`config.mk`:
```
export PLATFORM = sky130hd
export DESIGN_NAME = eth_tx_arb
export DESIGN_NICKNAME = d
export VERILOG_FILES = /design/src/rtl/eth_tx_arb.sv
export SDC_FILE = /design/constraint.sdc
export NUM_CORES = 1
export LEC_CHECK = 0
export ABC_AREA = 1
export CORE_AREA = 2 2 385 387
export DETAILED_ROUTE_END_ITERATION = 8
export DIE_AREA = 0 0 387 389
export GPL_TIMING_DRIVEN = 0
export PLACE_DENSITY_LB_ADDON = 0.05
export SLEW_MARGIN = 5
export SYNTH_ARGS = -nofsm -noshare
export SYNTH_HDL_FRONTEND = slang
export SYNTH_SLANG_ARGS = --single-unit
```
`constraint.sdc`:
```
create_clock -name clk -period 2.5 [get_ports clk]
set_input_delay 0.375 -clock clk [delete_from_list [all_inputs] [get_ports clk]]
set_output_delay 0.375 -clock clk [all_outputs]
set_load 0.03 [all_outputs]
```
`src/rtl/eth_tx_arb.sv`:
```
// Frame-atomic round-robin AXI-Stream mux feeding the MAC TX FIFO.
// Over-long frames are cut at MAX_BEATS, flagged on m_tuser and their tail drained.
module eth_tx_arb #(
    parameter int unsigned NUM_CH    = 4,
    parameter int unsigned DATA_W    = 128,
    parameter int unsigned MAX_BEATS = 96,
    parameter int unsigned CNT_W     = 32,
    localparam int unsigned KEEP_W   = DATA_W / 8,
    localparam int unsigned CH_W     = $clog2(NUM_CH),
    localparam int unsigned BCNT_W   = $clog2(MAX_BEATS + 1)
) (
    input  logic                      clk,
    input  logic                      rst_n,
    input  logic [NUM_CH*DATA_W-1:0]  s_tdata,
    input  logic [NUM_CH*KEEP_W-1:0]  s_tkeep,
    input  logic [NUM_CH-1:0]         s_tvalid,
    input  logic [NUM_CH-1:0]         s_tlast,
    output logic [NUM_CH-1:0]         s_tready,
    output logic [DATA_W-1:0]         m_tdata,
    output logic [KEEP_W-1:0]         m_tkeep,
    output logic                      m_tvalid,
    output logic                      m_tlast,
    output logic                      m_tuser,
    input  logic                      m_tready,
    output logic [NUM_CH*CNT_W-1:0]   frame_cnt,
    output logic [NUM_CH*CNT_W-1:0]   trunc_cnt,
    output logic                      busy,
    output logic [CH_W-1:0]           cur_ch
);

    typedef enum logic [1:0] {StIdle, StPass, StDrop} state_e;

    state_e              state_q, state_d;
    logic [CH_W-1:0]     g_q, g_d;
    logic [CH_W-1:0]     last_q, last_d;
    logic [BCNT_W-1:0]   bcnt_q, bcnt_d;
    logic [DATA_W-1:0]   m_tdata_q, m_tdata_d;
    logic [KEEP_W-1:0]   m_tkeep_q, m_tkeep_d;
    logic                m_tvalid_q, m_tvalid_d;
    logic                m_tlast_q, m_tlast_d;
    logic                m_tuser_q, m_tuser_d;
    logic [CNT_W-1:0]    frame_cnt_q [NUM_CH];
    logic [CNT_W-1:0]    frame_cnt_d [NUM_CH];
    logic [CNT_W-1:0]    trunc_cnt_q [NUM_CH];
    logic [CNT_W-1:0]    trunc_cnt_d [NUM_CH];

    logic [CH_W-1:0]     pick;
    logic                pick_vld;
    logic [CH_W-1:0]     idx;
    logic [DATA_W-1:0]   g_tdata;
    logic [KEEP_W-1:0]   g_tkeep;
    logic                g_tvalid;
    logic                g_tlast;
    logic                pass_rdy;
    logic                at_limit;

    // First requester after the last granted channel, wrapping modulo NUM_CH.
    always_comb begin
        pick     = '0;
        pick_vld = 1'b0;
        idx      = '0;
        for (int unsigned i = 1; i <= NUM_CH; i++) begin
            idx = CH_W'((int'(last_q) + int'(i)) % int'(NUM_CH));
            if (!pick_vld && s_tvalid[idx]) begin
                pick     = idx;
                pick_vld = 1'b1;
            end
        end
    end

    assign g_tdata  = s_tdata[int'(g_q)*DATA_W +: DATA_W];
    assign g_tkeep  = s_tkeep[int'(g_q)*KEEP_W +: KEEP_W];
    assign g_tvalid = s_tvalid[g_q];
    assign g_tlast  = s_tlast[g_q];
    assign pass_rdy = !m_tvalid_q || m_tready;
    assign at_limit = (bcnt_q == BCNT_W'(MAX_BEATS - 1));

    always_comb begin
        state_d     = state_q;
        g_d         = g_q;
        last_d      = last_q;
        bcnt_d      = bcnt_q;
        m_tdata_d   = m_tdata_q;
        m_tkeep_d   = m_tkeep_q;
        m_tvalid_d  = m_tvalid_q;
        m_tlast_d   = m_tlast_q;
        m_tuser_d   = m_tuser_q;
        frame_cnt_d = frame_cnt_q;
        trunc_cnt_d = trunc_cnt_q;
        s_tready    = '0;

        if (m_tready) begin
            m_tvalid_d = 1'b0;
        end

        unique case (state_q)
            StIdle: begin
                if (pick_vld) begin
                    g_d     = pick;
                    last_d  = pick;
                    bcnt_d  = '0;
                    state_d = StPass;
                end
            end
            StPass: begin
                s_tready[g_q] = pass_rdy;
                if (pass_rdy && g_tvalid) begin
                    m_tvalid_d = 1'b1;
                    m_tdata_d  = g_tdata;
                    m_tkeep_d  = g_tkeep;
                    m_tlast_d  = g_tlast || at_limit;
                    m_tuser_d  = !g_tlast && at_limit;
                    if (g_tlast) begin
                        frame_cnt_d[g_q] = frame_cnt_q[g_q] + 1'b1;
                        state_d          = StIdle;
                    end else if (at_limit) begin
                        state_d = StDrop;
                    end else begin
                        bcnt_d = bcnt_q + 1'b1;
                    end
                end
            end
            StDrop: begin
                // Tail of a truncated frame is swallowed regardless of downstream.
                s_tready[g_q] = 1'b1;
                if (g_tvalid && g_tlast) begin
                    trunc_cnt_d[g_q] = trunc_cnt_q[g_q] + 1'b1;
                    state_d          = StIdle;
                end
            end
            default: state_d = StIdle;
        endcase
    end

    always_ff @(posedge clk or negedge rst_n) begin
        if (!rst_n) begin
            state_q    <= StIdle;
            g_q        <= '0;
            last_q     <= CH_W'(NUM_CH - 1);
            bcnt_q     <= '0;
            m_tdata_q  <= '0;
            m_tkeep_q  <= '0;
            m_tvalid_q <= 1'b0;
            m_tlast_q  <= 1'b0;
            m_tuser_q  <= 1'b0;
            for (int unsigned i = 0; i < NUM_CH; i++) begin
                frame_cnt_q[i] <= '0;
                trunc_cnt_q[i] <= '0;
            end
        end else begin
            state_q     <= state_d;
            g_q         <= g_d;
            last_q      <= last_d;
            bcnt_q      <= bcnt_d;
            m_tdata_q   <= m_tdata_d;
            m_tkeep_q   <= m_tkeep_d;
            m_tvalid_q  <= m_tvalid_d;
            m_tlast_q   <= m_tlast_d;
            m_tuser_q   <= m_tuser_d;
            frame_cnt_q <= frame_cnt_d;
            trunc_cnt_q <= trunc_cnt_d;
        end
    end

    for (genvar i = 0; i < NUM_CH; i++) begin : g_cnt_out
        assign frame_cnt[i*CNT_W +: CNT_W] = frame_cnt_q[i];
        assign trunc_cnt[i*CNT_W +: CNT_W] = trunc_cnt_q[i];
    end

    assign m_tdata  = m_tdata_q;
    assign m_tkeep  = m_tkeep_q;
    assign m_tvalid = m_tvalid_q;
    assign m_tlast  = m_tlast_q;
    assign m_tuser  = m_tuser_q;
    assign busy     = (state_q != StIdle);
    assign cur_ch   = g_q;

endmodule

```
# Word level (Yosys, flattened, before mapping)

Index checks and enable logic that the tools add are counted.

Register bits: 416
Input port bits: 587
Output and inout port bits: 410
Word-level logic and storage cells: 116

Bitwise operators: 2
Equal/unequal tests: 9
Mux-type cells: 47
Shift-type cells: 2
Reduce and logical (&&, ||, !) cells: 24
Add/sub/neg operators: 7
$lt $le $gt $ge: 8

Operators with widths:

| kind                    | number |
|---|---|
| $shiftx A512 B10 Y128   | 1 |
| $bwmux W128             | 2 |
| $mux W32                | 5 |
| $bmux W32 S2            | 2 |
| $add A32 B1 Y32 const B | 2 |
| $demux W32 S2           | 1 |
| $shiftx A64 B7 Y16      | 1 |
| $mux W7                 | 4 |
| $mux W2                 | 9 |
| $lt A2 B3 Y1 const B    | 5 |
| $mux W1                 | 14 |
| $pmux W7 S2             | 1 |
| $bmux W1 S2             | 6 |
| $ne A2 B2 Y1 const B    | 5 |
| $logic_and A1 B1 Y1     | 8 |
| $pmux W4 S2             | 1 |
| $add A7 B1 Y7 const B   | 1 |
| $eq A7 B7 Y1 const B    | 1 |
| $pmux W2 S3             | 1 |
| $reduce_and A2 Y1       | 3 |
| $logic_not A1 Y1        | 5 |
| $reduce_and A5 Y1       | 1 |
| $add A2 B1 Y2 const B   | 2 |
| $add A2 B2 Y2 const B   | 2 |
| 14 further kinds        | 16 |

# Depth between registers and ports, before layout

Gate-level depths: netlist (run 1).

Word-level depth: 15
Gate-level depth with buffers: 17

# Worst setup path after synthesis (run 1)

OpenSTA, ideal clock, no wires.

Path type: register to register
From: reg g_q[1] (netlist: cur_ch[1])
To: reg frame_cnt_q (netlist bit frame_cnt[16])
Period minus slack after synthesis: 2.318 ns
Arrival time: 2.200 ns
Slack: 0.182 ns
Setup time: 0.118 ns
Cell stages (with the launch flop): 17
Data required time: 2.382 ns
Cell sequence: dfrtp_1 buf_6 inv_4 nand2_2 inv_2 nand2_1 nand2_1 nor2_1 inv_1 ha_1 nand2_1 nor2_2 nand2_1 nor2_4 or2_2 nand3_1 nand2_1

Longest elaborated chain between the ends: 6

RTL lines:

| element                                                                      | RTL line | RTL |
|---|---|---|
| start: declaration                                                           | 34       | `logic [CH_W-1:0] g_q, g_d;` |
| start signal: assignment                                                     | 152      | `g_q <= g_d;` |
| $not A2 Y3 (implied by the code)                                             | 114      | `frame_cnt_d[g_q] = frame_cnt_q[g_q] + 1'b1;` |
| $bmux W32 S2, or another cell as far along                                   | 114      |  |
| $mux W32 (implied by the code) / $logic_and A1 B1 Y1 (equally long branches) | 114      |  |
| $mux W32 (implied by the code)                                               | 114      |  |
| $add A32 B1 Y32 / $demux W32 S2 (equally long branches)                      | 114      |  |
| $bwmux W128                                                                  | 114      |  |
| end signal: assignment                                                       | 160      | `frame_cnt_q <= frame_cnt_d;` |
| end: declaration                                                             | 42       | `logic [CNT_W-1:0] frame_cnt_q [NUM_CH];` |

Several ways; a longest one is shown, not always the timed one. The select of a mux whose other input is x is not followed.
A chain may end at the register's enable or synchronous reset.

# Worst setup path after layout (run 1)

From: reg g_q[0] (netlist: cur_ch[0])
To: reg m_tdata_q[37] (netlist: m_tdata[37])

Longest elaborated chain between the ends: 4

RTL lines:

| element                                                                       | RTL line | RTL |
|---|---|---|
| parallel branches: the longest is 4 deep, another holds $shiftx A512 B10 Y128 | n/a      |  |
| end signal: assignment                                                        | 155      | `m_tdata_q <= m_tdata_d;` |
| end: declaration                                                              | 37       | `logic [DATA_W-1:0] m_tdata_q, m_tdata_d;` |

Parallel ways; which one is timed is not known. The select of a mux whose other input is x is not followed.

==> run_results.csv, run 1 <==
group,metric,value,unit
global_route,grt_pass1_vias,27715,
sta,hold_viol_final,0,
cts,cts_buffer_depth,3,
logic_synthesis,ys_ff_latch,416,
sta,fin_crit,2.446,ns
routing,first_iter_violations,1816,
worst_setup_path,crit_arrival,3.03,ns
logic_synthesis,synth_warnings,0,
place,dp_hpwl,160.1,mm
routing,routed_wl,197.8,mm
die,io_pins,997,
cts,clock_latency,0.71,ns
cells_and_area,nNetsFinal,4876,
cts,htreeDepth,2,
routing,firstDrtPassIters,5,
logic_synthesis,netlist_top_cells_count,"nand2_1 (1600), dfrtp_1 (414), nor2_1 (245), nand3_1 (219), a22oi_1 (146)",
sta,fin_ws,0.05421,ns
sta,max_freq,408.9,MHz
cts,cts.reportedPaths.clkPinSlew,0.06,ns
logic_synthesis,synthCells,3163,
cts,root_buffer,"clkbuf_16",
worst_setup_path,start_kind,"flip-flop",
cells_and_area,stdcell_count,6293,
routing,drc,0,
cells_and_area,drive_above_1_share,0.1335,
place,dp.cells,6093,
sta,slew_violations,0,
die,die_area,150500,um2
place,portBuffers,996,
logic_synthesis,synthArstFlopShare,1.000,
worst_setup_path,cp.required,3.09,ns
sta,finalSetupViolations,0,
cells_and_area,syn_to_final_growth,74.55,%
worst_setup_path,crit_type,"reg -> reg",
logic_synthesis,yosys.area.top_type,"dfrtp_1",
global_route,antenna_found_initial,90,
sta,rsz0062_at_grt,"yes",
pwr,total_power,40340,uW
pwr,power.leakage,0.01716,uW
logic_synthesis,synthTopCellsByArea,"dfrtp_1 (45%), nand2_1 (26%), a41oi_1 (5.5%)",
cts,numCtsBuffers,61,
sta,tightest_slew,0.9086,ns
global_route,grt_usage,0.2540,
worst_setup_path,r2r_start,"cur_ch[0]",
logic_synthesis,avgSynthCellArea,7.259,um2
run,maxCapViolations,0,
logic_synthesis,synth_top_area_frac,0.4512,
worst_hold_path,worstHoldPathType,"in -> reg",
logic_synthesis,ys.flop_type,"dfrtp_1",
logic_synthesis,yosysMostFrequentCell,"nand2_1",
place,dp_worst_setup_slack,-1.047,ns
worst_hold_path,min_from,"s_tkeep[41]",
worst_setup_path,crit_path_max_fanout,10,
global_route,grt_max_degree,94,
sta,finalCritPeriodShare,0.9783,
global_route,gr-total-overflow,0,
routing,ant_nets,0,
logic_synthesis,synth.yosys.seq_area_share,0.4535,
sta,slew_headroom,0.3967,
pwr,pwr_density_cell,1007,nW/um2
routing,vias,27494,
cts,cts.sinks,416,
logic_synthesis,ys_types,37,
die,core_area,146600,um2
run_status,status,"completed",
cts,cts_tree,"yes",
worst_setup_path,worst_setup_path_end_kind,"flip-flop",
sta,skew,0.04558,ns
routing,post_drt_wl_per_cell,31.43,um
die,fp-row-count,141,
die,die_y,389,um
logic_synthesis,synth_nets,3756,
worst_setup_path,cp-startpoint,"cur_ch[0]",
pwr,ir_drop,0.6290,mV
place,place_congestion,0.9028,
die,die_w,387,um
global_route,grt_pass1_wl,259.9,mm
routing,via_per_inst,4.369,
logic_synthesis,syn_area,22960,um2
logic_synthesis,synth_edf_count,0,
die,start_util,0.1566,
[kinds of logic after synthesis]
kind of cell    after synthesis  share of synthesized area
compound gates              352                     0.1178
xor+xnor                     21                   0.008011
fa+ha+maj                     6                   0.003270
buf+inv                     262                    0.05559
flops                       416                     0.4535
simple gates               2106                     0.3618
[cell usage in the layout (no fill, tap or decap), drive strengths merged, types with 2 or more instances in the layout]
cell	n
nand2	1602
clkdlybuf4s50	979
dfrtp	414
nor2	267
nand3	219
buf	173
clkbuf	171
a22oi	146
a41oi	144
inv	74
o21ai	46
diode	33
clkinv	17
xnor2	12
dlygate4sd2	10
xor2	9
or2	8
o21bai	8
nand3b	6
ha	6
a21oi	4
clkinvlp	2
o21a	2
dfstp	2
[where the power goes]
group / switching, uW / internal (uW)
clock: 3880 / 5200
sequential: 998 / 8220
combinational: 14500 / 7570
total: 19400 / 21000
[worst paths after layout]
path	end	slack (ns)	cells after the start
hold reg to reg	frame_cnt[1]	0.50	2
setup reg to reg	m_tdata[37]	0.05	7
max in group asynchronous	frame_cnt[115]	0.32	5
min in group asynchronous	m_tdata[40]	0.28	2
setup / recovery	m_tdata[37]	0.05	7
hold / removal	m_tkeep[9]	0.27	3
[per-layer routing]
layer	routed length, um	global-route usage	vias up
li1	-	-	12706
met1	77090	0.2919	13540
met2	100300	0.4551	965
met3	12870	0.06551	271
met4	7463	0.08528	12
met5	81	0	-
[critical path, cell delays in order (launching register included)]
cell and delay, ns:
dfrtp_2 0.48, clkbuf_16 0.21, nand2_8 0.08, inv_6 0.09, clkbuf_4 0.38, clkbuf_1 0.60
a22oi_1 0.23, a41oi_1 0.27
[registers in the layout (all words and copies together), names as in the netlist]
name / cells
bcnt_q: 7
m_tlast: 1
m_tuser: 1
m_tvalid: 1
trunc_cnt: 128
m_tkeep: 16
state_q: 2
frame_cnt: 128
last_q: 2
m_tdata: 128
cur_ch: 2
[repair_timing]
| item | CTS | global route |
|---|---|---|
| pin swaps | 14 | 30 |
| resized for setup | 286 | 354 |
| hold endpoints to repair | 78 | 0 |
| setup buffers | 16 | 37 |
| cloned | 0 | 3 |
| setup endpoints to repair | 421 | 394 |
| hold buffers | 1 | 0 |
[layout make-up]
type	count	area (um2)
fillers	16166	106500
flip-flops and latches	416	10410
multi-input cells	2485	12290
inverters	77	355.3
clock buffers	93	1858
repair buffers	1057	10690
well taps	1930	2415
diodes	33	82.58
clock inverters	17	170.2
plain buffers	185	1800
[through the flow]
| stage | area, um2 | setup TNS (ns) | hold WS [ns] | util |
|---|---|---|---|---|
| floorplan | 22960 | 0 | 0.07941 | - |
| global placement | 35340 | -9455.73 | 0.4815 | 0.2411 |
| detailed placement | 35470 | -260.35 | 0.4882 | 0.2419 |
| CTS | 38450 | -4.184 | 0.2087 | 0.2622 |
| global route | 40040 | -0.7201 | 0.2552 | 0.2731 |
| finish | 40070 | 0 | 0.2720 | 0.2734 |
Power figures use the tool's default switching activity.
==> inputs of run 2 (changes only) <==
Settings changed: ABC_AREA 1 to not set, CORE_AREA 2 2 385 387 to 2 2 390 392, DIE_AREA 0 0 387 389 to 0 0 392 394.
==> run 2 against run 1 <==
Net effect:
- the flow now finishes with violations (setup timing)
- hold slack better by 0.076 ns
- largest power group unchanged
- sequential power grew 13%
- synthesized cell count fell by 39%
- critical path type unchanged
- maximum frequency down 17%
- die area grew 2.6%
- first-iteration DRC count fell by 37%
- critical path depth up 2
- clock-buffer cell count fell by 6
- core utilization about the same
- register-to-register slack got worse by 0.50 ns
- clock skew is 0.028 ns lower
==> run_results.csv, run 2 <==
group,metric,value,unit
die,start_util,0.1437,
cts,cts.sinks,416,
sta,tightest_slew,0.8811,ns
global_route,grt_usage,0.1884,
logic_synthesis,ys_types,54,
pwr,pwr-share-clk,0.197,
die,fp-row-count,143,
worst_setup_path,start_kind,"flip-flop",
pwr,ir_drop,0.5858,mV
place,place_congestion,0.9028,
global_route,grt_pass1_wl,200.8,mm
run_status,status,"finished, violations left",
sta,skew,0.01711,ns
routing,firstDrtPassIters,5,
sta,max_freq,339.8,MHz
run_status,violations,"setup timing",
cts,clock_latency,0.66,ns
pwr,p_comb_frac,0.583,
sta,slew_headroom,0.4126,
routing,first_iter_violations,1138,
sta,fin_crit,2.943,ns
logic_synthesis,synth_warnings,0,
pwr,p_switching,20250,uW
worst_setup_path,crit_type,"reg -> reg",
logic_synthesis,synth_edf_count,0,
routing,post_drt_wl_per_cell,28.76,um
logic_synthesis,synth_top_area_frac,0.4784,
cells_and_area,mostFrequentLayoutCells,"clkdlybuf4s50_1 (989), nand2_1 (565), dfrtp_1 (412)",
logic_synthesis,netlist_top_cells_count,"nand2_1 (604), dfrtp_1 (414), mux4_2 (210), o21ai_0 (130), nor2_1 (106)",
sta,finalSetupViolations,316,
cells_and_area,syn_to_final_growth,90.02,%
place,dp.cells,4972,
die,die_y,394,um
cts,htreeDepth,2,
logic_synthesis,synthTopCellsByArea,"dfrtp_1 (48%), mux4_2 (22%), nand2_1 (10%)",
logic_synthesis,ys_ff_latch,416,
logic_synthesis,yosysMostFrequentCell,"nand2_1",
cells_and_area,nNetsFinal,3776,
sta,rsz0062_at_grt,"yes",
worst_setup_path,crit_arrival,3.48,ns
cts,cts_tree,"yes",
cells_and_area,stdcell_count,5282,
pwr,power_frac_seq,0.219,
cts,numCtsBuffers,60,
logic_synthesis,yosys.area.top_type,"dfrtp_1",
logic_synthesis,ys.flop_type,"dfrtp_1",
global_route,antenna_found_initial,55,
die,core_area,150700,um2
logic_synthesis,syn_area,21650,um2
sta,fin_ws,-0.4430,ns
global_route,grt_pass1_vias,23318,
routing,ant_nets,0,
logic_synthesis,synth.yosys.seq_area_share,0.4809,
sta,slew_violations,0,
pwr,swShare,0.4275,
worst_setup_path,crit_path_max_fanout,5,
pwr,pwr_density_cell,1151,nW/um2
logic_synthesis,synthCells,1942,
worst_setup_path,worst_setup_path_end_kind,"flip-flop",
cells_and_area,layout_commonest_cell,"clkdlybuf4s50_1",
worst_setup_path,cp.required,3.03,ns
place,dp_worst_setup_slack,-2.417,ns
run,maxCapViolations,0,
cells_and_area,finalCoreUtilization,0.2731,
cts,cts_buffer_depth,3,
die,die_area,154400,um2
routing,via_per_inst,4.096,
pwr,p_int,27120,uW
routing,routed_wl,151.9,mm
place,dp_hpwl,118.7,mm
sta,hold_viol_final,0,
logic_synthesis,synthArstFlopShare,1.000,
worst_hold_path,worstHoldPathType,"in -> async",
pwr,power.leakage,0.01695,uW
logic_synthesis,avgSynthCellArea,11.15,um2
global_route,grt_max_degree,94,
cells_and_area,drive_above_1_share,0.2699,
global_route,gr-total-overflow,0,
routing,drc,0,
logic_synthesis,synth_nets,2535,
sta,finalCritPeriodShare,1.177,
cts,root_buffer,"clkbuf_16",
place,portBuffers,996,
routing,vias,21633,
die,io_pins,997,
die,die_w,392,um
sta,setup_tns,-63.53,ns
cts,cts.reportedPaths.clkPinSlew,0.06,ns
run 2: changes by cell type after synthesis, moves of 27 or more:
cell     previous run  this run
buf_4              29         2
mux4_2              0       210
buf_2              79        33
a21oi_1             4        86
inv_1              64         7
a22oi_1           146         0
a41oi_1           144         0
nand3_1           219        23
nor2_1            245       106
xor2_1              9        39
o21ai_0            42       130
mux2_2              0        31
nand2_1          1600       604
run 2: final timing paths:
path,depth (start not counted),end,slack (ns),start
min reg2reg,2,m_tdata[82],0.47,m_tdata[82]
max reg2reg,9,frame_cnt[88],-0.44,cur_ch[0]
min in group clk,3,m_tvalid,0.46,m_tready
max,9,frame_cnt[88],-0.44,cur_ch[0]
min,2,trunc_cnt[54],0.35,rst_n
max in group asynchronous,4,m_tdata[29],0.72,rst_n
run 2: cells by family (layout without fill, tap and decap cells):
logic type | count (synthesis) | after routing | synth area share
buffers and inverters | 140 | 1429 | 0.03010
DFF | 416 | 416 | 0.4809
AOI/OAI and AO/OA | 245 | 245 | 0.05911
and+or+nand+nor | 816 | 816 | 0.1586
xor gates and xnor gates | 60 | 60 | 0.02427
adders and majority gates | 6 | 6 | 0.003467
muxes | 259 | 259 | 0.2436
other | 0 | 21 | 0
run 2: layout make-up:
| type | instances | area, um2 |
|---|---|---|
| flip-flops and latches | 416 | 10420 |
| fillers | 15864 | 109500 |
| clock buffers | 87 | 1774 |
| plain buffers | 129 | 1618 |
| well taps | 2030 | 2540 |
| inverters | 7 | 26.28 |
| clock inverters | 23 | 342.8 |
| multi-input cells | 1386 | 12070 |
| repair buffers | 1183 | 12310 |
| diodes | 21 | 52.55 |
run 2: per-stage QoR:
| step | hold WS, ns | area, um2 | total power, uW |
|---|---|---|---|
| final | 0.3485 | 41140 | 47370 |
| after global routing | 0.3766 | 41130 | 50040 |
| after CTS | 0.3277 | 38640 | 45900 |
| after detailed placement | 0.4520 | 34420 | 33610 |
| after global placement | 0.4594 | 34300 | 33540 |
| after floorplan | 0.07941 | 21790 | 22840 |
run 2: per-layer routing:
layer / track usage / vias up / part of all wire
met5: 0 / - / 0.00043
met1: 0.1997 / 11138 / 0.35
met3: 0.07589 / 232 / 0.098
met2: 0.3370 / 883 / 0.52
li1: - / 9370 / -
met4: 0.06051 / 10 / 0.035
run 2: power groups by stage:
stage          Clock [uW]  Combinational, uW  Sequential, uW
2_1_floorplan           0               8900           13900
3_3_place_gp            0              23100           10500
3_5_place_dp            0              23200           10500
4_1_cts              9740              25700           10400
5_1_grt              9970              29400           10700
6_report             9340              27600           10400
run 2: repair_timing:
item,4_1_cts,5_1_grt
hold buffers,1,0
endpoints found under the hold margin,81,0
pin swaps,53,130
gates resized for setup,372,421
cloned,4,18
endpoints found under the setup margin,416,397
setup buffers,81,85
run 2: worst max-delay path, cell delays in order (launching register included):
cell and delay [ns]:
dfrtp_2 0.42, buf_12 0.15, buf_16 0.15, buf_6 0.15
mux4_2 0.37, inv_1 0.19, or4_4 0.71, nor3b_4 0.25
xor2_2 0.13, mux2_4 0.28
